===== config.mk =====
export PLATFORM = sky130hd
export DESIGN_NAME = weight_fetch_ctrl_flat
export DESIGN_NICKNAME = d
export VERILOG_FILES = /design/src/rtl/weight_fetch_ctrl_if.sv /design/src/rtl/weight_fetch_ctrl.sv /design/src/flat_wrapper.sv
export SDC_FILE = /design/constraint.sdc
export NUM_CORES = 1
export LEC_CHECK = 0
export BUFFER_PORTS_ARGS = -buffer_cell sky130_fd_sc_hd__buf_4
export CORE_MARGIN = 2
export CORE_UTILIZATION = 49
export DETAILED_ROUTE_END_ITERATION = 16
export GPL_ROUTABILITY_DRIVEN = 0
export PLACE_DENSITY = 0.69
export RECOVER_POWER = 25
export SYNTH_ARGS = -nofsm -noshare
export SYNTH_HDL_FRONTEND = slang
export SYNTH_SLANG_ARGS = --single-unit

===== constraint.sdc =====
create_clock -name clk -period 3.68 [get_ports clk]
set_input_delay 0.736 -clock clk [delete_from_list [all_inputs] [get_ports clk]]
set_output_delay 0.736 -clock clk [all_outputs]
set_load 0.01 [all_outputs]

===== src/rtl/weight_fetch_ctrl_if.sv =====
// rtl/weight_fetch_ctrl_if.sv - request, ROM and weight-stream signals of the weight fetch controller
interface weight_fetch_ctrl_if #(
    parameter int ADDR_WIDTH = 8,
    parameter int DATA_WIDTH = 32
);
    logic                  start;
    logic [ADDR_WIDTH-1:0] base_addr;
    logic [ADDR_WIDTH:0]   num_words;
    logic                  rom_en;
    logic [ADDR_WIDTH-1:0] rom_addr;
    logic [DATA_WIDTH-1:0] rom_data;
    logic [DATA_WIDTH-1:0] w_data;
    logic                  w_valid;
    logic                  w_ready;
    logic                  w_last;
    logic                  busy;
    logic                  done;

    modport master (
        input  start, base_addr, num_words, rom_data, w_ready,
        output rom_en, rom_addr, w_data, w_valid, w_last, busy, done
    );

    modport slave (
        output start, base_addr, num_words, rom_data, w_ready,
        input  rom_en, rom_addr, w_data, w_valid, w_last, busy, done
    );
endinterface


===== src/rtl/weight_fetch_ctrl.sv =====
// rtl/weight_fetch_ctrl.sv - streams a contiguous run of ROM words to the PE array through a 4-deep buffer
module weight_fetch_ctrl #(
    parameter int ADDR_WIDTH = 8,
    parameter int DATA_WIDTH = 32
) (
    input  logic                   clk,
    input  logic                   rst,
    weight_fetch_ctrl_if.master    wf
);
    localparam int CW = ADDR_WIDTH + 1;

    typedef enum logic [1:0] {IDLE, FETCH, DRAIN, DONE} state_t;

    state_t                state_q, state_d;
    logic                  rom_en_q, rom_en_d;
    logic [ADDR_WIDTH-1:0] rom_addr_q, rom_addr_d;
    logic [ADDR_WIDTH-1:0] next_addr_q, next_addr_d;
    logic [CW-1:0]         total_q, total_d;
    logic [CW-1:0]         issued_q, issued_d;
    logic [CW-1:0]         popped_q, popped_d;

    // pend_q marks the cycle in which rom_data carries the word of the previous read
    logic                  pend_q;
    logic [DATA_WIDTH-1:0] fifo_mem [4];
    logic [1:0]            wr_ptr_q, rd_ptr_q;
    logic [2:0]            count_q;

    logic push, pop, w_valid, w_last, room;

    assign push    = pend_q;
    assign w_valid = (count_q != 3'd0);
    assign pop     = w_valid && wf.w_ready;
    assign w_last  = w_valid && (popped_q == total_q - CW'(1));
    // Reads in flight are counted against the buffer so a returning word always has a slot
    assign room    = (4'(count_q) + 4'(rom_en_q) + 4'(pend_q)) < 4'd4;

    assign wf.rom_en   = rom_en_q;
    assign wf.rom_addr = rom_addr_q;
    assign wf.w_data   = fifo_mem[rd_ptr_q];
    assign wf.w_valid  = w_valid;
    assign wf.w_last   = w_last;
    assign wf.busy     = (state_q == FETCH) || (state_q == DRAIN);
    assign wf.done     = (state_q == DONE);

    // Return buffer: captures ROM data one cycle after each read, drains on handshake
    always_ff @(posedge clk) begin
        if (rst) begin
            pend_q   <= 1'b0;
            wr_ptr_q <= 2'd0;
            rd_ptr_q <= 2'd0;
            count_q  <= 3'd0;
            for (int i = 0; i < 4; i++) fifo_mem[i] <= '0;
        end else begin
            pend_q <= rom_en_q;
            if (push) begin
                fifo_mem[wr_ptr_q] <= wf.rom_data;
                wr_ptr_q           <= wr_ptr_q + 2'd1;
            end
            if (pop) rd_ptr_q <= rd_ptr_q + 2'd1;
            count_q <= count_q + 3'(push) - 3'(pop);
        end
    end

    // Control state and read-issue registers
    always_ff @(posedge clk) begin
        if (rst) begin
            state_q     <= IDLE;
            rom_en_q    <= 1'b0;
            rom_addr_q  <= '0;
            next_addr_q <= '0;
            total_q     <= '0;
            issued_q    <= '0;
            popped_q    <= '0;
        end else begin
            state_q     <= state_d;
            rom_en_q    <= rom_en_d;
            rom_addr_q  <= rom_addr_d;
            next_addr_q <= next_addr_d;
            total_q     <= total_d;
            issued_q    <= issued_d;
            popped_q    <= popped_d;
        end
    end

    // Next-state, read issue and word accounting
    always_comb begin
        state_d     = state_q;
        rom_en_d    = 1'b0;
        rom_addr_d  = rom_addr_q;
        next_addr_d = next_addr_q;
        total_d     = total_q;
        issued_d    = issued_q;
        popped_d    = pop ? popped_q + CW'(1) : popped_q;
        case (state_q)
            IDLE: begin
                if (wf.start) begin
                    total_d  = wf.num_words;
                    popped_d = '0;
                    if (wf.num_words == '0) begin
                        state_d = DONE;
                    end else begin
                        // Buffer is empty in IDLE, so the first read goes out immediately
                        state_d     = FETCH;
                        rom_en_d    = 1'b1;
                        rom_addr_d  = wf.base_addr;
                        next_addr_d = wf.base_addr + ADDR_WIDTH'(1);
                        issued_d    = CW'(1);
                    end
                end
            end
            FETCH: begin
                if (issued_q == total_q) begin
                    state_d = DRAIN;
                end else if (room) begin
                    rom_en_d    = 1'b1;
                    rom_addr_d  = next_addr_q;
                    next_addr_d = next_addr_q + ADDR_WIDTH'(1);
                    issued_d    = issued_q + CW'(1);
                end
            end
            DRAIN: begin
                if (pop && w_last) state_d = DONE;
            end
            DONE: begin
                state_d = IDLE;
            end
            default: state_d = IDLE;
        endcase
    end
endmodule

===== src/flat_wrapper.sv =====
// flat-port wrapper written by rule: the top's interface ports become plain ports
module weight_fetch_ctrl_flat 
#(
    parameter int ADDR_WIDTH = 8,
    parameter int DATA_WIDTH = 32
)
  (clk, rst, wf_start, wf_base_addr, wf_num_words, wf_rom_data, wf_w_ready, wf_rom_en, wf_rom_addr, wf_w_data, wf_w_valid, wf_w_last, wf_busy, wf_done);
  weight_fetch_ctrl_if #(.ADDR_WIDTH(ADDR_WIDTH), .DATA_WIDTH(DATA_WIDTH)) wf_i ();
  input  logic clk;
  input  logic rst;
  input wire logic [$bits(wf_i.start)-1:0] wf_start;
  input wire logic [$bits(wf_i.base_addr)-1:0] wf_base_addr;
  input wire logic [$bits(wf_i.num_words)-1:0] wf_num_words;
  input wire logic [$bits(wf_i.rom_data)-1:0] wf_rom_data;
  input wire logic [$bits(wf_i.w_ready)-1:0] wf_w_ready;
  output wire logic [$bits(wf_i.rom_en)-1:0] wf_rom_en;
  output wire logic [$bits(wf_i.rom_addr)-1:0] wf_rom_addr;
  output wire logic [$bits(wf_i.w_data)-1:0] wf_w_data;
  output wire logic [$bits(wf_i.w_valid)-1:0] wf_w_valid;
  output wire logic [$bits(wf_i.w_last)-1:0] wf_w_last;
  output wire logic [$bits(wf_i.busy)-1:0] wf_busy;
  output wire logic [$bits(wf_i.done)-1:0] wf_done;
  assign wf_i.start = wf_start;
  assign wf_i.base_addr = wf_base_addr;
  assign wf_i.num_words = wf_num_words;
  assign wf_i.rom_data = wf_rom_data;
  assign wf_i.w_ready = wf_w_ready;
  assign wf_rom_en = wf_i.rom_en;
  assign wf_rom_addr = wf_i.rom_addr;
  assign wf_w_data = wf_i.w_data;
  assign wf_w_valid = wf_i.w_valid;
  assign wf_w_last = wf_i.w_last;
  assign wf_busy = wf_i.busy;
  assign wf_done = wf_i.done;
  weight_fetch_ctrl #(.ADDR_WIDTH(ADDR_WIDTH), .DATA_WIDTH(DATA_WIDTH)) u_core (.clk(clk), .rst(rst), .wf(wf_i));
endmodule

==> results of run 1 <==
layout make-up:
type                       instances  area [um2]  area share (%)
sequential                       184        4967           48.91
inverter                          48       180.2           1.774
clock buffer                      17       425.4           4.189
clock inverter                    15       165.2           1.626
timing repair buffer             113       862.1           8.488
tap                              225       281.5           2.772
multi-input combinational        473        3274           32.24
worst max path at each step:
| stage | start | endpoint |
|---|---|---|
| 6_report | u_core.total_q[0]$_SDFFE_PP0P_ | wf_w_last |
| 5_1_grt | u_core.total_q[0]$_SDFFE_PP0P_ | wf_w_last |
| 4_1_cts | u_core.total_q[0]$_SDFFE_PP0P_ | wf_w_last |
| 3_5_place_dp | rst | u_core.fifo_mem[2][18]$_SDFFCE_PN0P_ |
| 3_3_place_gp | rst | u_core.fifo_mem[0][23]$_SDFFCE_PN0P_ |
| 2_1_floorplan | u_core.wr_ptr_q[1]$_SDFFE_PP0P_ | u_core.fifo_mem[0][0]$_SDFFCE_PN0P_ |
cell families after synthesis:
group / Yosys count / share of synthesized area, %
AOI/OAI and AO/OA: 100 / 8.053
and+or+nand+nor: 284 / 14.49
xor gates and xnor gates: 34 / 3.647
adders and majority gates: 13 / 1.984
muxes: 42 / 9.584
buffers and inverters: 91 / 4.362
DFF: 184 / 57.88
Yosys cell counts, types with 3 or more instances:
master     count
nor2b_1        5
buf_2          8
buf_1          6
o31ai_1        3
or4_1          3
o221a_2        4
nor2_1       128
nand2_1       78
nand2b_1       5
buf_6          3
dfxtp_1       56
edfxtp_1     128
xor2_1        12
o21ai_1        7
o21ai_0        8
nand4_1        9
clkbuf_1      26
nand3b_1       4
a21oi_1       39
or2_2          3
or3_1          6
inv_1         45
mux2i_1        9
xnor2_1       20
nor3_1        10
a211oi_1       3
ha_1          12
mux4_2        32
and3_1         3
a311oi_1       7
nand3_1       21
a2bb2oi_1      3
power groups by stage:
stage	Clock (mW)	Combinational, mW	Sequential, mW
floorplan	0	1.31	2.63
global placement	0	1.83	2.74
detailed placement	0	1.87	2.75
CTS	1.85	1.87	2.71
global route	1.94	2.03	2.74
finish	1.83	1.86	2.70
layout by cell type, fill, tap and decap left out, types with 4 or more instances in the layout:
master / Yosys / final
nor2_1: 128 / 128
xnor2_1: 20 / 20
ha_1: 12 / 12
nand3_1: 21 / 21
nand4_1: 9 / 9
or3_1: 6 / 6
inv_1: 45 / 45
nand3b_1: 4 / 4
mux4_2: 32 / 32
a21oi_1: 39 / 39
nor2b_1: 5 / 5
xor2_1: 12 / 12
edfxtp_1: 128 / 128
clkbuf_16: 0 / 17
o21ai_0: 8 / 5
mux2i_1: 9 / 9
nand2_1: 78 / 77
nand2b_1: 5 / 5
inv_6: 0 / 4
buf_4: 0 / 108
clkinvlp_4: 0 / 4
nor3_1: 10 / 10
o221a_2: 4 / 4
dfxtp_1: 56 / 54
a311oi_1: 7 / 7
o21ai_1: 7 / 7
worst register-to-register path, delay by kind of cell (launching register included):
family	cells	cell delay [ns]
buf+inv	2	0.31
flops	1	0.36
compound gates	3	0.65
simple gates	3	1.02
fa+ha+maj	1	0.27
per-layer routing:
layer / vias up / GRT usage [%] / routed length, um
met1: 2930 / 26.83 / 7983
li1: 2849 / - / -
met4: 2 / 8.102 / 338
met2: 174 / 37.02 / 9703
met5: - / 0 / 16
met3: 29 / 4.101 / 897
stage by stage:
stage	power, mW	util [%]	hold slack, ns	setup WS, ns	cells
finish	6.392	59.13	0.4956	0.5217	1075
global route	6.710	59.13	0.5240	0.2897	1075
CTS	6.435	59.21	0.5034	0.5249	1075
detailed placement	4.616	55.77	0.4909	0.9359	1043
global placement	4.566	55.77	0.4715	1.014	1043
floorplan	3.945	-	0.4556	0.1580	748
registers in the layout, indices dropped and copies added, names as in the netlist, named ones only:
signal              cells
u_core.state_q          2
u_core.wf.rom_en        1
u_core.next_addr_q      8
u_core.wf.rom_addr      8
u_core.count_q          3
u_core.pend_q           1
u_core.wr_ptr_q         2
u_core.rd_ptr_q         2
u_core.popped_q         9
u_core.total_q          9
u_core.fifo_mem       128
u_core.issued_q         9
==> summary.md, run 1 <==
| Metric | Value |
|---|---|
| Status | finished, final reports clean |
| Worst ir drop on vdd | 0.3953 mV |
| Final Net Count | 903 |
| Syn_nets | 814 |
| Period utilization | 85.82% |
| CP max-delay cell | dfxtp_1 |
| Post-synth EDFFs | 128 |
| Starting DRT DRC Count | 286 |
| Hold-fix buffers, CTS | 0 |
| Post-synthesis sequential area ratio | 57.88% |
| R2R cell count | 9 |
| Power per cell area | 629.3 nW/um2 |
| Post-synth ARST share | 0% |
| Core ar. | 17,180 um2 |
| Startpoint types | register |
| Die area | 18,580 um2 |
| R2R Setup Slk | 1.01 ns |
| Slew of the pin with the lowest slew margin | 1.051 ns |
| Yosys reg bits | 184 |
| Critical path fanouts, max | 6 |
| CTS tree | yes |
| Power Internal | 4.350 mW |
| Reg power frac | 42.3% |
| Critical path required time | 2.94 ns |
| Final setup fails | 0 |
| CP Cell Sequence | inv_1 -> ha_1 -> nand2_1 -> a21boi_1 -> a2111oi_0 -> and3b_1 -> and3_1 -> buf_4 |
| F_max | 316.6 MHz |
| Worst path arrival time | 2.42 ns |
| Antenna violations before repair | 1 |
| Synth unique cells | 63 |
| CP Buf/Inv Count | 2 |
| R2R Path End | u_core.issued_q[6]$_SDFFE_PP0P_ |
| Routed length per placed instance | 17.62 um |
| Initial Utilization | 49.93% |
| Die H | 136.3 um |
| Design area | 10,160 um2 |
| Die Wd | 136.3 um |
| Reg clk slew, reported paths | 0.07 ns |
| Worst hold stages | 2 |
| Max-Cap Viols | 0 |
| Pre-Repair DR Iteration Count | 5 |
| Worst r2r src | u_core.state_q[0]$_SDFFE_PP0P_ |
| Synth top area cells | edfxtp_1 45%, dfxtp_1 13%, mux4_2 8.4%, nor2_1 5.6%, nand2_1 3.4% |
| Remaining routing DRC violations | 0 |
| Grt ovf | 0 |
| Post-synth top flop | edfxtp_1 |
| Gate Count Post-Synth | 748 |
| Slowest stage delay, CP | 0.49 ns |
| Leakage power | 3.931 nW |
| Worst slew margin | 29.92% |
| Post_cts resized | 0 |
| H-Tree Depth | 4 |
| Average size of a mapped cell | 11.47 um2 |
| Top delay family on crit path | simple AND/OR/NAND/NOR gates |
| Crit path kind | register to output port |
| Total wire length | 18,940 um |
| Cell taking the most area after synthesis | edfxtp_1 |
| First-pass GRT wire length | 30,480 um |
| Tmin final | 3.158 ns |
| Fillers | 1,443 |
| Antenna violation net count after detailed routing | 0 |
| NetSw | 2.041 mW |
| Clock skew | 0.005353 ns |
| RSZ-0062 raised after global routing | no |
| Clock power share | 28.6% |
| Syn. warnings | 0 |
| TritonCTS buffer count | 17 |
| Number of port buffers | 97 |
| Levels on crit path | 8 |
| Root buf cell | clkbuf_16 |
| Critical path endpoint category | output port |
| Post-synth top area share | 44.81% |
| Diode count | 0 |
| Sw frac | 31.94% |
| Final Hold Fails | 0 |
| Largest net degree at the start of global routing | 41 |
| Rows | 48 |
| Gate power share | 29.1% |
| Post-CTS setup buffers | 0 |
| Clock Path Buffers | 2 |
| Hold Crit Class | register to register |
| Fin Setup TNS | 0 ns |
| Synth Cell Area | 8577 um2 |
| GRT Util Overall | 21.46% |
| Routed via count | 5,984 |
| DP Wirelength | 12,690 um |
| Area grow syn2layout | 18.41% |
| Number of I/O pins | 98 |
| Post-placement cell area | 9579 um2 |
| Vias in the first global route | 5,982 |
| Pins Over Slew Limit | 0 |
| Hold Path End | u_core.next_addr_q[1]$_SDFFE_PP0P_ |
| Share of post-route cells with drive strength above 1 | 23.29% |
| Clk sinks | 184 |
| DR vias/cell | 5.567 |
| Hold_sp | u_core.next_addr_q[1]$_SDFFE_PP0P_ |
| Clk Latency, worst-skew pair | 0.43 ns |
Power figures use the tool's default switching activity.
==> run 2: changes to the inputs <==
--- a/config.mk
+++ b/config.mk
@@ -5,6 +5,7 @@
 export SDC_FILE = /design/constraint.sdc
 export NUM_CORES = 1
 export LEC_CHECK = 0
+export ABC_AREA = 1
 export BUFFER_PORTS_ARGS = -buffer_cell sky130_fd_sc_hd__buf_4
 export CORE_MARGIN = 2
 export CORE_UTILIZATION = 49
==> run 2 against run 1 <==
The flow now finishes with violations (capacitance limit). Die area increased by 0.32%. Clock skew increased by 0.0050 ns. Final cell count increased by 20%. Critical path type is now primary input to register. Largest power group unchanged.
==> summary.md, run 2 <==
| Metric | Value |
|---|---|
| Status | complete, but fails checks |
| Final setup fails | 0 (unchanged) |
| CTS tree | yes |
| Critical path required time | 3.77 ns (+0.83 ns) |
| RSZ-0062 raised after global routing | no |
| Commonest non-fill, non-tap cell in the layout | nor2_1 |
| Main combinational cell family by area after synthesis | simple AND/OR/NAND/NOR gates |
| Grt ovf | 0 (unchanged) |
| Post-synth top area share | 44.67% (-0.14 points) |
| Reg clk slew, reported paths | 0.07 ns (about the same) |
| Final Non-Filler Cells | 1,291 (+20%) |
| Die Wd | 136.5 um (+0.16%) |
| Clock skew | 0.01036 ns (+0.005002 ns) |
| Crit path kind | primary input to register |
| Failing checks | capacitance limit |
| F_max | 351.2 MHz (+11%) |
| Pre-Repair DR Iteration Count | 4 (-1) |
| Critical path endpoint | u_core.fifo_mem[2][23]$_SDFFCE_PN0P_ |
| Post-synth ARST share | 0% (unchanged) |
| Post-placement cell area | 9547 um2 (-0.34%) |
| R2R Path End | u_core.fifo_mem[2][23]$_SDFFCE_PN0P_ |
| R2R Setup Slk | 1.09 ns (+0.08 ns) |
| Largest net degree at the start of global routing | 65 (+59%) |
| Crit path launch | rst |
| Leakage power | 4.058 nW (+3.2%) |
| Post-CTS setup buffers | 0 (unchanged) |
| Number of I/O pins | 98 (unchanged) |
| Hold Crit Class | register to register |
| Clk sinks | 184 (unchanged) |
| Total wire length | 19,080 um (+0.76%) |
| Die area | 18,640 um2 (+0.32%) |
| Remaining routing DRC violations | 0 (unchanged) |
| Count leader, synth | nor2_1 |
| Clock Path Buffers | 2 (unchanged) |
| Pins Over Slew Limit | 0 (unchanged) |
| Core ar. | 17,240 um2 (+0.35%) |
| Worst ir drop on vdd | 0.4983 mV (+26%) |
| Synth unique cells | 38 (-40%) |
| Starting DRT DRC Count | 431 (+51%) |
| H-Tree Depth | 4 (unchanged) |
| Tmin final | 2.847 ns (-0.3112 ns) |
| Clk Latency, worst-skew pair | 0.44 ns (about the same) |
| Synth Cell Area | 8605 um2 (+0.32%) |
| Syn. warnings | 0 (unchanged) |
| Placed cell count | 1,259 (+21%) |
| R2R cell count | 5 (-4) |
| Worst hold stages | 2 (unchanged) |
| Rows | 48 (unchanged) |
| Critical path endpoint category | register |
| Number of flip-flops in the largest register | 128 (unchanged) |
| Final Hold Fails | 0 (unchanged) |
| Final Net Count | 1,119 (+24%) |
| Synth top area cells | edfxtp_1 45%, dfxtp_1 13%, nor2_1 12%, o21ai_0 5.8%, inv_1 4.9% |
| Power per cell area | 628.6 nW/um2 (-0.13%) |
| Cell taking the most area after synthesis | edfxtp_1 |
| Post_cts resized | 0 (unchanged) |
| Fillers | 1,537 (+6.5%) |
| Antenna violation net count after detailed routing | 0 (unchanged) |
| Final core utilization | 58.33% (-0.80 points) |
| Post-synth top flop | edfxtp_1 |
| Worst path arrival time | 2.94 ns (+0.52 ns) |
| TritonCTS buffer count | 17 (unchanged) |
| Worst slew margin | 0.5196% (-29 points) |
| DR vias/cell | 5.140 (-7.7%) |
| DP Wirelength | 12,020 um (-5.3%) |
| Design area | 10,050 um2 (-1.0%) |
| First-pass GRT wire length | 30,640 um (+0.52%) |
| Max-Cap Viols | 1 (+1) |
| Power Total | 6.319 mW (-1.1%) |
| Post-synthesis sequential area ratio | 57.70% (-0.19 points) |
| Routed via count | 6,636 (+11%) |
| Die H | 136.5 um (+0.16%) |
| Gate Count Post-Synth | 966 (+29%) |
| Area grow syn2layout | 16.84% |
| Vias in the first global route | 6,359 (+6.3%) |
| Startpoint types | primary input |
| Fin Setup TNS | 0 ns (unchanged) |
| Xor/xnor cell area share of the yosys netlist | 2.545% (-1.1 points) |
| Period utilization | 77.37% (-8.5 points) |
| Compound-Gate Fraction of Synth Area | 10.62% (+2.6 points) |
| Initial Utilization | 49.92% (about the same) |
| Root buf cell | clkbuf_16 |
| GRT Util Overall | 21.30% (-0.16 points) |
| Critical path fanouts, max | 24 (+18) |
| Post-synth EDFFs | 128 (unchanged) |
| Post-synth top cells | 266 x nor2_1, 128 x edfxtp_1, 113 x inv_1, 99 x o21ai_0, 97 x nand2_1 |
| Routed length per placed instance | 14.78 um (-16%) |
| Slew of the pin with the lowest slew margin | 1.477 ns (+0.4254 ns) |
| Synth Area in Adders | 1.978% (-0.0063 points) |
| Number of port buffers | 97 (unchanged) |
| Most frequent cells in the layout | 266 x nor2_1, 128 x edfxtp_1, 114 x inv_1 |
| Yosys reg bits | 184 (unchanged) |
| Hold-fix buffers, CTS | 0 (unchanged) |
| Syn_nets | 1,032 (+27%) |
| Biggest register | u_core.fifo_mem |
| Worst r2r src | u_core.wr_ptr_q[1]$_SDFFE_PP0P_ |
| Antenna violations before repair | 0 (-1) |
| Mux cell area share after synthesis | 0.1163% (-9.5 points) |
| Simple-gate share of the synthesized area | 19.35% (+4.9 points) |
| Diode count | 0 (unchanged) |
| Average size of a mapped cell | 8.907 um2 (-22%) |
| Share of post-route cells with drive strength above 1 | 14.73% (-8.6 points) |
## run 2: changes by cell type in the layout (fill, tap and decap cells not counted), moves of 8 or more
cell | before | now
a21oi_1 | 39 | 28
inv_1 | 45 | 114
mux2i_1 | 9 | 1
mux4_2 | 32 | 0
nand2_1 | 77 | 97
nor2_1 | 128 | 266
o21ai_0 | 5 | 98
o22ai_1 | 2 | 32
xnor2_1 | 20 | 9
## run 2: worst min path at each step
stage	from	to	slack, ns
floorplan	u_core.next_addr_q[4]$_SDFFE_PP0P_	u_core.next_addr_q[4]$_SDFFE_PP0P_	0.43
global placement	u_core.wf.rom_en$_SDFF_PP0_	u_core.pend_q$_SDFF_PP0_	0.43
detailed placement	u_core.wf.rom_en$_SDFF_PP0_	u_core.pend_q$_SDFF_PP0_	0.43
CTS	u_core.wf.rom_en$_SDFF_PP0_	u_core.pend_q$_SDFF_PP0_	0.45
global route	u_core.wf.rom_en$_SDFF_PP0_	u_core.pend_q$_SDFF_PP0_	0.47
finish	u_core.wf.rom_en$_SDFF_PP0_	u_core.pend_q$_SDFF_PP0_	0.45
## run 2: where the power goes
| part | leakage (nW) | switching, mW | internal (mW) |
|---|---|---|---|
| clock network | 0.268 | 0.829 | 0.889 |
| registers | 1.78 | 0.129 | 2.45 |
| logic | 2.01 | 1.27 | 0.751 |
## run 2: worst max-delay path, cell delays in order
cell	delay [ns]
clkbuf_1	0.61
inv_1	0.39
o21ai_0	0.66
buf_4	0.53
## run 2: through the flow
step                hold WS (ns)  setup slack (ns)
floorplan                 0.4293            0.3864
global placement          0.4349             1.175
detailed placement        0.4342             1.128
CTS                       0.4507            0.8688
global route              0.4675            0.6811
finish                    0.4467            0.8329
## run 2: cell families (layout without fill, tap and decap cells)
group	Yosys count	count (layout)
AO/OA/AOI/OAI	168	168
XOR/XNOR	25	25
multiplexers	1	1
adder cells (fa/ha/maj)	13	13
buffers and inverters	163	263
AND/OR/NAND/NOR	412	412
flip-flops	184	184
## run 2: cell type report
cell class / count / area (um2) / share of cell area [%]
Multi-Input combinational cell: 619 / 2982 / 29.66
Clock inverter: 15 / 133.9 / 1.332
Clock buffer: 17 / 425.4 / 4.231
Tap cell: 225 / 281.5 / 2.800
Timing Repair Buffer: 112 / 815.8 / 8.114
Inverter: 119 / 449.2 / 4.468
Sequential cell: 184 / 4966 / 49.40
## run 2: metal layers
layer | up-vias | track usage (%) | routed length (um)
li1 | 3334 | - | -
met1 | 3100 | 26.25 | 8283
met2 | 179 | 37.11 | 9459
met3 | 23 | 4.296 | 1013
met4 | 0 | 7.581 | 327
met5 | - | 0 | 0
